$ cat src/rtl/adma_tx_stat_pkg.sv
// Shared types and sizing helpers for the ADMA TX status tracker.
package adma_tx_stat_pkg;

  localparam int unsigned DMA_LENGTH_W_DEF = 16;

  typedef struct packed {
    logic                        err;
    logic [DMA_LENGTH_W_DEF-1:0] num_atx;
  } tx_rec_t;

  // Width of a counter that must hold values 0..depth inclusive.
  function automatic int unsigned TX_CNT_W(input int unsigned depth);
    return $clog2(depth) + 1;
  endfunction

endpackage

$ cat src/rtl/sync_fifo.sv
// Single-clock show-ahead FIFO with occupancy count; DEPTH must be a power of 2.
module sync_fifo
  import adma_tx_stat_pkg::*;
#(
  parameter int unsigned WIDTH = 8,
  parameter int unsigned DEPTH = 4
) (
  input  logic                       clk,
  input  logic                       rst_n,
  input  logic                       push,
  input  logic [WIDTH-1:0]           push_data,
  input  logic                       pop,
  output logic [WIDTH-1:0]           pop_data,
  output logic                       empty,
  output logic                       full,
  output logic [TX_CNT_W(DEPTH)-1:0] count
);

  localparam int unsigned AW = $clog2(DEPTH);
  localparam int unsigned CW = TX_CNT_W(DEPTH);

  logic [WIDTH-1:0] mem [DEPTH];
  logic [AW-1:0]    wr_ptr;
  logic [AW-1:0]    rd_ptr;
  logic             do_push;
  logic             do_pop;

  assign empty    = (count == '0);
  assign full     = (count == CW'(DEPTH));
  assign do_push  = push & ~full;
  assign do_pop   = pop & ~empty;
  assign pop_data = mem[rd_ptr];

  always_ff @(posedge clk) begin
    if (do_push) begin
      mem[wr_ptr] <= push_data;
    end
  end

  always_ff @(posedge clk or negedge rst_n) begin
    if (!rst_n) begin
      wr_ptr <= '0;
      rd_ptr <= '0;
      count  <= '0;
    end else begin
      if (do_push) wr_ptr <= wr_ptr + AW'(1);
      if (do_pop)  rd_ptr <= rd_ptr + AW'(1);
      case ({do_push, do_pop})
        2'b10:   count <= count + CW'(1);
        2'b01:   count <= count - CW'(1);
        default: count <= count;
      endcase
    end
  end

endmodule

$ cat src/rtl/adma_tx_stat_trk.sv
// TX status tracker: counts ATX starts per TX, matches ATX completions, reports finished TXs.
// Optional watchdog enabled by defining ADMA_TX_STAT_TMO_EN.
module adma_tx_stat_trk
  import adma_tx_stat_pkg::*;
#(
  parameter int unsigned DMA_LENGTH_W = 16,
  parameter int unsigned TX_BUF_DEPTH = 4,
  parameter int unsigned TMO_W        = 16
) (
  input  logic                              clk,
  input  logic                              rst_n,
  input  logic                              atx_start_vld,
  output logic                              atx_start_rdy,
  input  logic                              atx_start_last,
  input  logic                              atx_done,
  input  logic                              atx_done_err,
  output logic                              tx_done_vld,
  input  logic                              tx_done_rdy,
  output logic [DMA_LENGTH_W-1:0]           tx_done_num_atx,
  output logic                              tx_done_err,
  output logic [TX_CNT_W(TX_BUF_DEPTH)-1:0] tx_tracked,
  output logic                              stat_ovf,
  input  logic [TMO_W-1:0]                  tmo_limit,
  output logic                              tx_tmo
);

  localparam int unsigned CW = TX_CNT_W(TX_BUF_DEPTH);

  typedef struct packed {
    logic                    err;
    logic [DMA_LENGTH_W-1:0] num_atx;
  } rec_t;

  logic [DMA_LENGTH_W-1:0] start_cnt;
  logic [DMA_LENGTH_W-1:0] done_cnt;
  logic [DMA_LENGTH_W-1:0] done_cnt_nxt;
  logic [DMA_LENGTH_W-1:0] rec_head;
  logic                    err_acc;
  logic                    err_nxt;
  logic                    start_hs;
  logic                    rec_push;
  logic                    complete;
  logic                    ovf_hit;
  logic                    rec_empty;
  logic                    rec_full_unused;
  logic                    cmp_empty;
  logic                    cmp_full_unused;
  logic                    cmp_pop;
  logic [CW-1:0]           rec_count;
  logic [CW-1:0]           cmp_count;
  rec_t                    cmp_in;
  rec_t                    cmp_head;

  // Shared occupancy bound: record pushes are gated here, so the completion FIFO can never overflow.
  assign tx_tracked    = rec_count + cmp_count;
  assign atx_start_rdy = (tx_tracked < CW'(TX_BUF_DEPTH));
  assign start_hs      = atx_start_vld & atx_start_rdy;
  assign rec_push      = start_hs & atx_start_last;

  assign done_cnt_nxt = done_cnt + DMA_LENGTH_W'(atx_done);
  assign err_nxt      = err_acc | (atx_done & atx_done_err);
  assign complete     = ~rec_empty & (done_cnt_nxt >= rec_head);
  assign ovf_hit      = ~rec_empty & (done_cnt_nxt > rec_head);
  assign cmp_in       = '{err: err_nxt, num_atx: rec_head};

  assign tx_done_vld     = ~cmp_empty;
  assign cmp_pop         = tx_done_vld & tx_done_rdy;
  assign tx_done_num_atx = cmp_empty ? '0 : cmp_head.num_atx;
  assign tx_done_err     = cmp_empty ? 1'b0 : cmp_head.err;

  sync_fifo #(
    .WIDTH (DMA_LENGTH_W),
    .DEPTH (TX_BUF_DEPTH)
  ) u_rec_fifo (
    .clk       (clk),
    .rst_n     (rst_n),
    .push      (rec_push),
    .push_data (start_cnt + DMA_LENGTH_W'(1)),
    .pop       (complete),
    .pop_data  (rec_head),
    .empty     (rec_empty),
    .full      (rec_full_unused),
    .count     (rec_count)
  );

  sync_fifo #(
    .WIDTH ($bits(rec_t)),
    .DEPTH (TX_BUF_DEPTH)
  ) u_cmp_fifo (
    .clk       (clk),
    .rst_n     (rst_n),
    .push      (complete),
    .push_data (cmp_in),
    .pop       (cmp_pop),
    .pop_data  (cmp_head),
    .empty     (cmp_empty),
    .full      (cmp_full_unused),
    .count     (cmp_count)
  );

  always_ff @(posedge clk or negedge rst_n) begin
    if (!rst_n) begin
      start_cnt <= '0;
      done_cnt  <= '0;
      err_acc   <= 1'b0;
      stat_ovf  <= 1'b0;
    end else begin
      if (start_hs) begin
        start_cnt <= atx_start_last ? '0 : start_cnt + DMA_LENGTH_W'(1);
      end
      if (complete) begin
        done_cnt <= '0;
        err_acc  <= 1'b0;
      end else begin
        done_cnt <= done_cnt_nxt;
        err_acc  <= err_nxt;
      end
      if (ovf_hit) stat_ovf <= 1'b1;
    end
  end

`ifdef ADMA_TX_STAT_TMO_EN
  logic [TMO_W-1:0] tmo_cnt;
  logic             tmo_q;

  always_ff @(posedge clk or negedge rst_n) begin
    if (!rst_n) begin
      tmo_cnt <= '0;
      tmo_q   <= 1'b0;
    end else begin
      if (rec_empty || complete) begin
        tmo_cnt <= '0;
      end else if (tmo_cnt != '1) begin
        tmo_cnt <= tmo_cnt + TMO_W'(1);
      end
      if ((tmo_limit != '0) && (tmo_cnt == tmo_limit)) tmo_q <= 1'b1;
    end
  end

  assign tx_tmo = tmo_q;
`else
  logic tmo_limit_unused;
  assign tmo_limit_unused = ^tmo_limit;
  assign tx_tmo           = 1'b0;
`endif

endmodule

$ cat config.mk
export PLATFORM = sky130hd
export DESIGN_NAME = adma_tx_stat_trk
export DESIGN_NICKNAME = d
export VERILOG_FILES = /design/src/rtl/adma_tx_stat_pkg.sv /design/src/rtl/sync_fifo.sv /design/src/rtl/adma_tx_stat_trk.sv
export SDC_FILE = /design/constraint.sdc
export NUM_CORES = 1
export LEC_CHECK = 0
export ABC_AREA = 1
export CORE_ASPECT_RATIO = 0.8
export CORE_MARGIN = 2
export CORE_UTILIZATION = 55
export DETAILED_ROUTE_END_ITERATION = 8
export PLACE_DENSITY = 0.72
export SLEW_MARGIN = 10
export SYNTH_ARGS = -nofsm -noshare
export SYNTH_HDL_FRONTEND = slang
export SYNTH_SLANG_ARGS = --single-unit
$ cat constraint.sdc
create_clock -name clk -period 4.83 [get_ports clk]
set_input_delay 0.966 -clock clk [delete_from_list [all_inputs] [get_ports clk]]
set_output_delay 0.966 -clock clk [all_outputs]
set_load 0.02 [all_outputs]
Word-level counts from Yosys, hierarchy flattened

Memories as Yosys holds them, arrays and structs flattened.
Cells that the tools add are included.

Flip-flop bits (word level): 48
Memory bits (writable): 132
Output and inout bits: 24
Logic and storage cells: 62
Memories: 2

Add/sub/neg operators: 11
Magnitude comparators: 3
Equality and inequality tests: 6
Muxes and demuxes: 11
Bitwise gates (word level): 15
Reduce and logical (&&, ||, !) cells: 4

Memories:

| name           | words | bits a word | rd ports | clocked after memory_dff | wr ports | RTL line        | RTL |
|---|---|---|---|---|---|---|---|
| u_cmp_fifo.mem | 4     | 17          | 1        | 0                        | 1        | sync_fifo.sv:22 | `logic [WIDTH-1:0] mem [DEPTH];` |
| u_rec_fifo.mem | 4     | 16          | 1        | 0                        | 1        | sync_fifo.sv:22 |  |

Operators by type and width:

| kind                                                | number |
|---|---|
| 2-to-1 mux 16 bit                                   | 3 |
| adder 16 x 1 -> 16 bit                              | 1 |
| adder 16 x 1 -> 16 bit, second input constant       | 1 |
| greater-or-equal comparator 16 bit                  | 1 |
| > comparator 16 bit                                 | 1 |
| case mux 3 bit (2 select lines)                     | 2 |
| bitwise AND 1 bit                                   | 10 |
| adder 2 x 1 -> 2 bit, second input constant         | 4 |
| adder 3 x 1 -> 3 bit, second input constant         | 2 |
| equality test 3 bit, second input constant          | 2 |
| zero test 3 bit                                     | 2 |
| 2-to-1 mux 1 bit                                    | 6 |
| subtractor 3 x 1 -> 3 bit, second input constant    | 2 |
| equality test 2 x 1 -> 1 bit, second input constant | 2 |
| equality test 2 bit, second input constant          | 2 |
| NOT 1 bit                                           | 4 |
| nonzero test 2 bit                                  | 2 |
| adder 3 bit                                         | 1 |
| less-than comparator 3 bit, second input constant   | 1 |
| OR 1 bit                                            | 1 |

Logic depth before layout (Yosys ltp)

Word-level depth: 7
Gate-level depth with buffers: 25
Depth with buffers taken out: 24

Hierarchy

Synthesis repeated with hierarchy kept, for this count alone.

Cell total of the unflattened synthesis: 882
Area total of the unflattened synthesis: 8,894.8 µm²

Modules (own cells, without submodules):

| module                 | times used | cells an instance | area an instance (µm²) |
|---|---|---|---|
| sync_fifo (u_cmp_fifo) | 1          | 259               | 3,189.3 |
| sync_fifo (u_rec_fifo) | 1          | 248               | 3,022.9 |
| adma_tx_stat_trk       | 1          | 375               | 2,682.6 |

Worst setup path before layout

Ideal clock, no wire load.

Path kind: input port to flip-flop
From: in atx_done
To: reg u_rec_fifo.count[2]
Setup time: 0.131 ns
Arrival: 4.146 ns
Data required time: 4.699 ns
Setup slack: 0.554 ns
Stages on the path: 22
Path buffers: 1
Cell sequence: ha_1 -> ha_1 -> nand2_1 -> inv_1 -> nand4_1 -> nor4_1 -> xor2_1 -> inv_1 -> ha_1 -> nand4_1 -> nor2_1 -> nand3_1 -> nand3_1 -> nand2_1 -> inv_2 -> buf_4 -> ha_1 -> inv_1 -> fa_1 -> a21oi_1 -> o21ai_0 -> xor2_1

Word-level cells in the longest chain between the ends: 6
Elaborated cells between the ends (all ways): 8
Classes of those cells: add/sub: 1; order compare: 1; eq/ne: 2; mux: 1; bitwise: 2; reduce/logical: 1

RTL lines:

| what                                                                         | RTL line               | RTL |
|---|---|---|
| start, declared                                                              | adma_tx_stat_trk.sv:15 | `input logic atx_done,` |
| adder 16 x 1 -> 16 bit *                                                     | adma_tx_stat_trk.sv:60 | `assign done_cnt_nxt = done_cnt + DMA_LENGTH_W'(atx_done);` |
| greater-or-equal comparator 16 bit *                                         | adma_tx_stat_trk.sv:62 | `assign complete = ~rec_empty & (done_cnt_nxt >= rec_head);` |
| bitwise AND 1 bit *                                                          | adma_tx_stat_trk.sv:62 |  |
| bitwise AND 1 bit *                                                          | sync_fifo.sv:31        | `assign do_pop = pop & ~empty;` |
| named net u_rec_fifo.do_pop                                                  | sync_fifo.sv:26        | `logic do_pop;` |
| equality test 2 x 1 -> 1 bit / equality test 2 bit (equally long branches)   | sync_fifo.sv:48        | `case ({do_push, do_pop})` |
| case mux 3 bit (2 select lines) / nonzero test 2 bit (equally long branches) | --                     |  |
| end signal, assigned                                                         | sync_fifo.sv:49        | `2'b10: count <= count + CW'(1);` |
| end signal, assigned                                                         | sync_fifo.sv:50        | `2'b01: count <= count - CW'(1);` |
| end signal, assigned                                                         | sync_fifo.sv:51        | `default: count <= count;` |
| end, declared                                                                | sync_fifo.sv:16        | `output logic [TX_CNT_W(DEPTH)-1:0] count` |

The timed path passes the listed nets; every way through them passes the cells marked *.
A chain may end at the register's enable or synchronous reset.

Final worst setup path

From: in atx_done
To: reg u_rec_fifo.count[2]

Word-level cells in the longest chain between the ends: 6
Elaborated cells between the ends (all ways): 8
Classes of those cells: add/sub: 1; order compare: 1; eq/ne: 2; mux: 1; bitwise: 2; reduce/logical: 1

RTL lines:

| what                                                                         | RTL line |
|---|---|
| adder 16 x 1 -> 16 bit *                                                     | adma_tx_stat_trk.sv:60 |
| greater-or-equal comparator 16 bit *                                         | adma_tx_stat_trk.sv:62 |
| bitwise AND 1 bit *                                                          | adma_tx_stat_trk.sv:62 |
| bitwise AND 1 bit *                                                          | sync_fifo.sv:31 |
| equality test 2 x 1 -> 1 bit / equality test 2 bit (equally long branches)   | sync_fifo.sv:48 |
| case mux 3 bit (2 select lines) / nonzero test 2 bit (equally long branches) | -- |

Mark *: on every way between the ends. The rest lies on a longest branch, timed or not.

==> flow_summary.ini <==
[power]
power_density_nw_per_um2 = 344
power_leakage_nw = 3.97
ir_drop_mv = 0.289

[yosys]
synth_compound_area_frac = 0.0855
synthXorXnorAreaFrac = 0.0340
yosysWarnings = 0
synthSimpleGateAreaFrac = 0.134
yosysSeqAreaShare = 0.631
yosys_most_used_dff = edfxtp_1
synth_enable_flop_cells = 132
synth_cells = 764
synth_nets = 820
synth_mux_area_frac = 0
async_reset_ff_frac = 0.267
yosys.area_share.adder = 0.0532
synth_top_family_by_area = simple AND/OR/NAND/NOR gates
ys_types = 36
synth_area_per_cell_um2 = 10.7
ys_ff_latch = 180
netlist_area_um2 = 8180

[clock_tree]
cts_tree = done
cts.path.max_buffers = 2
cts_max_level = 4
post_cts_buffers = 0
path_clk_slew_ps = 60
cts_made_buffers = 17
cts-root-buf = clkbuf_16
cts_sinks = 180
worstSkewPairLatency_ps = 420

[routing]
postRouteAntennaNets = 0
drcViolationCount = 0
routed_wl_um = 16400
vias = 5431
viasPerCell = 5.38
drt_iter0_drc = 398
post_drt_wl_per_cell_um = 16.3
drtPass1Iterations = 5

[finish]
nFillCells = 1074
layout_common_cells = edfxtp_1, nand2_1, nor2_1, inv_1, o21ai_0
layout_commonest_cell = edfxtp_1
syn2layout_area_growth_pct = 14.8
antenna_cells = 0
fin_nets = 868
final_area_um2 = 9390
final_layout_size_suffix_gt1_frac = 0.0885
stdcell_count = 1009

[timing]
hold_viol = 0
fmax_mhz = 225
max_slew_margin = 0.357
rsz0062_at_grt = false
fin_worst_skew_ps = 9.88
layout_setup_ws_ps = 391
worst_pin_slew_ps = 963
maxSlewViolCount = 0
setup_viol = 0
min_period_ps = 4440
fin_crit_sh = 0.919

[worst_setup_path]
critPathKind = in -> reg
r2r_start = u_rec_fifo.rd_ptr[0]$_DFFE_PN0P_
end_kind = flop
critPathRequiredTime_ps = 5130
r2r-end = u_rec_fifo.count[2]$_DFFE_PN0P_
cp_max_fo = 3
reg2reg_setup_slack_ps = 870
arrival_ps = 4740
crit_path_start_kind = primary input
reg2reg_depth = 20

[outcome]
outcome = finished clean

[grt]
grtUsageTotal = 0.221
grt_pass1_vias = 5212
grt_max_degree = 49
grt_pass1_wl_um = 26500
antenna_found_initial = 0
grt_overflow = 0

[floorplanning]
die_width_um = 140
start_util = 0.568
core_area_um2 = 14400
die_y_um = 113
die_area_um2 = 15900
rows = 39
io_pins = 47

[hold_path]
holdCritPathClass = in -> async

[placement]
placed_cells = 976
place_area_um2 = 8820
place_ws_ps = -125
gp_congestion = 0.747
port_buffers = 29
dp_hpwl_um = 11000

[job]
drv_cap = 0
## final cells by class
class	count	area, um2	area share
multi-input combinational	455	2530	0.270
tap	184	230	0.0245
sequential	180	5160	0.550
timing repair buffer	53	528	0.0562
clock buffer	19	433	0.0461
inverter	105	395	0.0421
clock inverter	13	109	0.0116
## synthesized netlist by cell type (7+ instances only)
master | instances | area share
nand2_1 | 117 | 0.054
ha_1 | 30 | 0.046
nor2_1 | 115 | 0.053
o22ai_1 | 7 | 0.0054
edfxtp_1 | 132 | 0.48
inv_1 | 100 | 0.046
nand3_1 | 14 | 0.0086
xor2_1 | 24 | 0.026
o21ai_0 | 49 | 0.030
a21oi_1 | 42 | 0.026
clkbuf_1 | 19 | 0.0087
a32oi_1 | 15 | 0.016
dfrtp_1 | 48 | 0.15
## where the power goes
group,switching [mW],internal (mW),total [mW]
clock,0.555,0.706,1.26
combinational,0.155,0.107,0.261
sequential,0.0325,1.68,1.71
## metrics by stage
stage          power, mW  utilization  hold WS, ps  setup TNS [ps]
5_1_grt             3.37        0.652          431               0
3_3_place_gp        1.97        0.613          469               0
4_1_cts             3.25        0.651          496               0
2_1_floorplan       1.92            -          450               0
3_5_place_dp        2.00        0.613          482            -302
6_report            3.23        0.652          424               0
## worst max-delay path: stages
cell,delay (ps)
clkdlybuf4s50_1,490
ha_1,190
ha_1,180
nand2_1,70
inv_1,70
nand4_1,170
nor4_2,300
xor2_1,240
inv_1,70
ha_1,290
nand4_1,130
nor2_1,160
nand3_1,120
nand3_1,130
nand2_1,80
inv_2,80
ha_1,140
inv_1,60
fa_1,370
a21oi_1,140
o21ai_0,120
xor2_1,150
## cell families (layout without fill, tap and decap cells)
logic type,Yosys count,in the layout
other,1,1
flip-flops,180,180
buffers and inverters,129,190
XOR/XNOR,30,30
AND/OR/NAND/NOR,267,267
adder cells (fa/ha/maj),33,33
AO/OA/AOI/OAI,124,124
## timing repair
action	in CTS	in global routing
gates resized for setup	0	1
hold buffers	0	0
endpoints found under the setup margin	0	2
## state kept, by name (all words and copies together), names as in the netlist
name and count:
u_cmp_fifo.wr_ptr 2, stat_ovf 1, u_cmp_fifo.mem 68, u_cmp_fifo.rd_ptr 2, start_cnt 16, u_rec_fifo.mem 64, u_rec_fifo.wr_ptr 2, done_cnt 16
err_acc 1, u_cmp_fifo.count 3, u_rec_fifo.rd_ptr 2, u_rec_fifo.count 3
## how the worst max path moves through the flow
stage | cells past startpoint | from | slack (ps) | end
2_1_floorplan | 22 | atx_done | 550 | u_rec_fifo.count[2]$_DFFE_PN0P_
5_1_grt | 22 | atx_done | 50 | u_cmp_fifo.count[2]$_DFFE_PN0P_
4_1_cts | 22 | atx_done | 300 | u_cmp_fifo.count[2]$_DFFE_PN0P_
3_3_place_gp | 22 | atx_done | 80 | u_rec_fifo.count[2]$_DFFE_PN0P_
6_report | 22 | atx_done | 390 | u_rec_fifo.count[2]$_DFFE_PN0P_
3_5_place_dp | 22 | atx_done | -120 | u_cmp_fifo.count[2]$_DFFE_PN0P_
## layer usage
metal  vias up  wire length, um  global-route usage
met4         0              171              0.0532
met5         -                0                   0
li1       2652                -                   -
met3        11              860              0.0542
met1      2630             7470               0.297
met2       138             7930               0.368
Power figures use the tool's default switching activity.
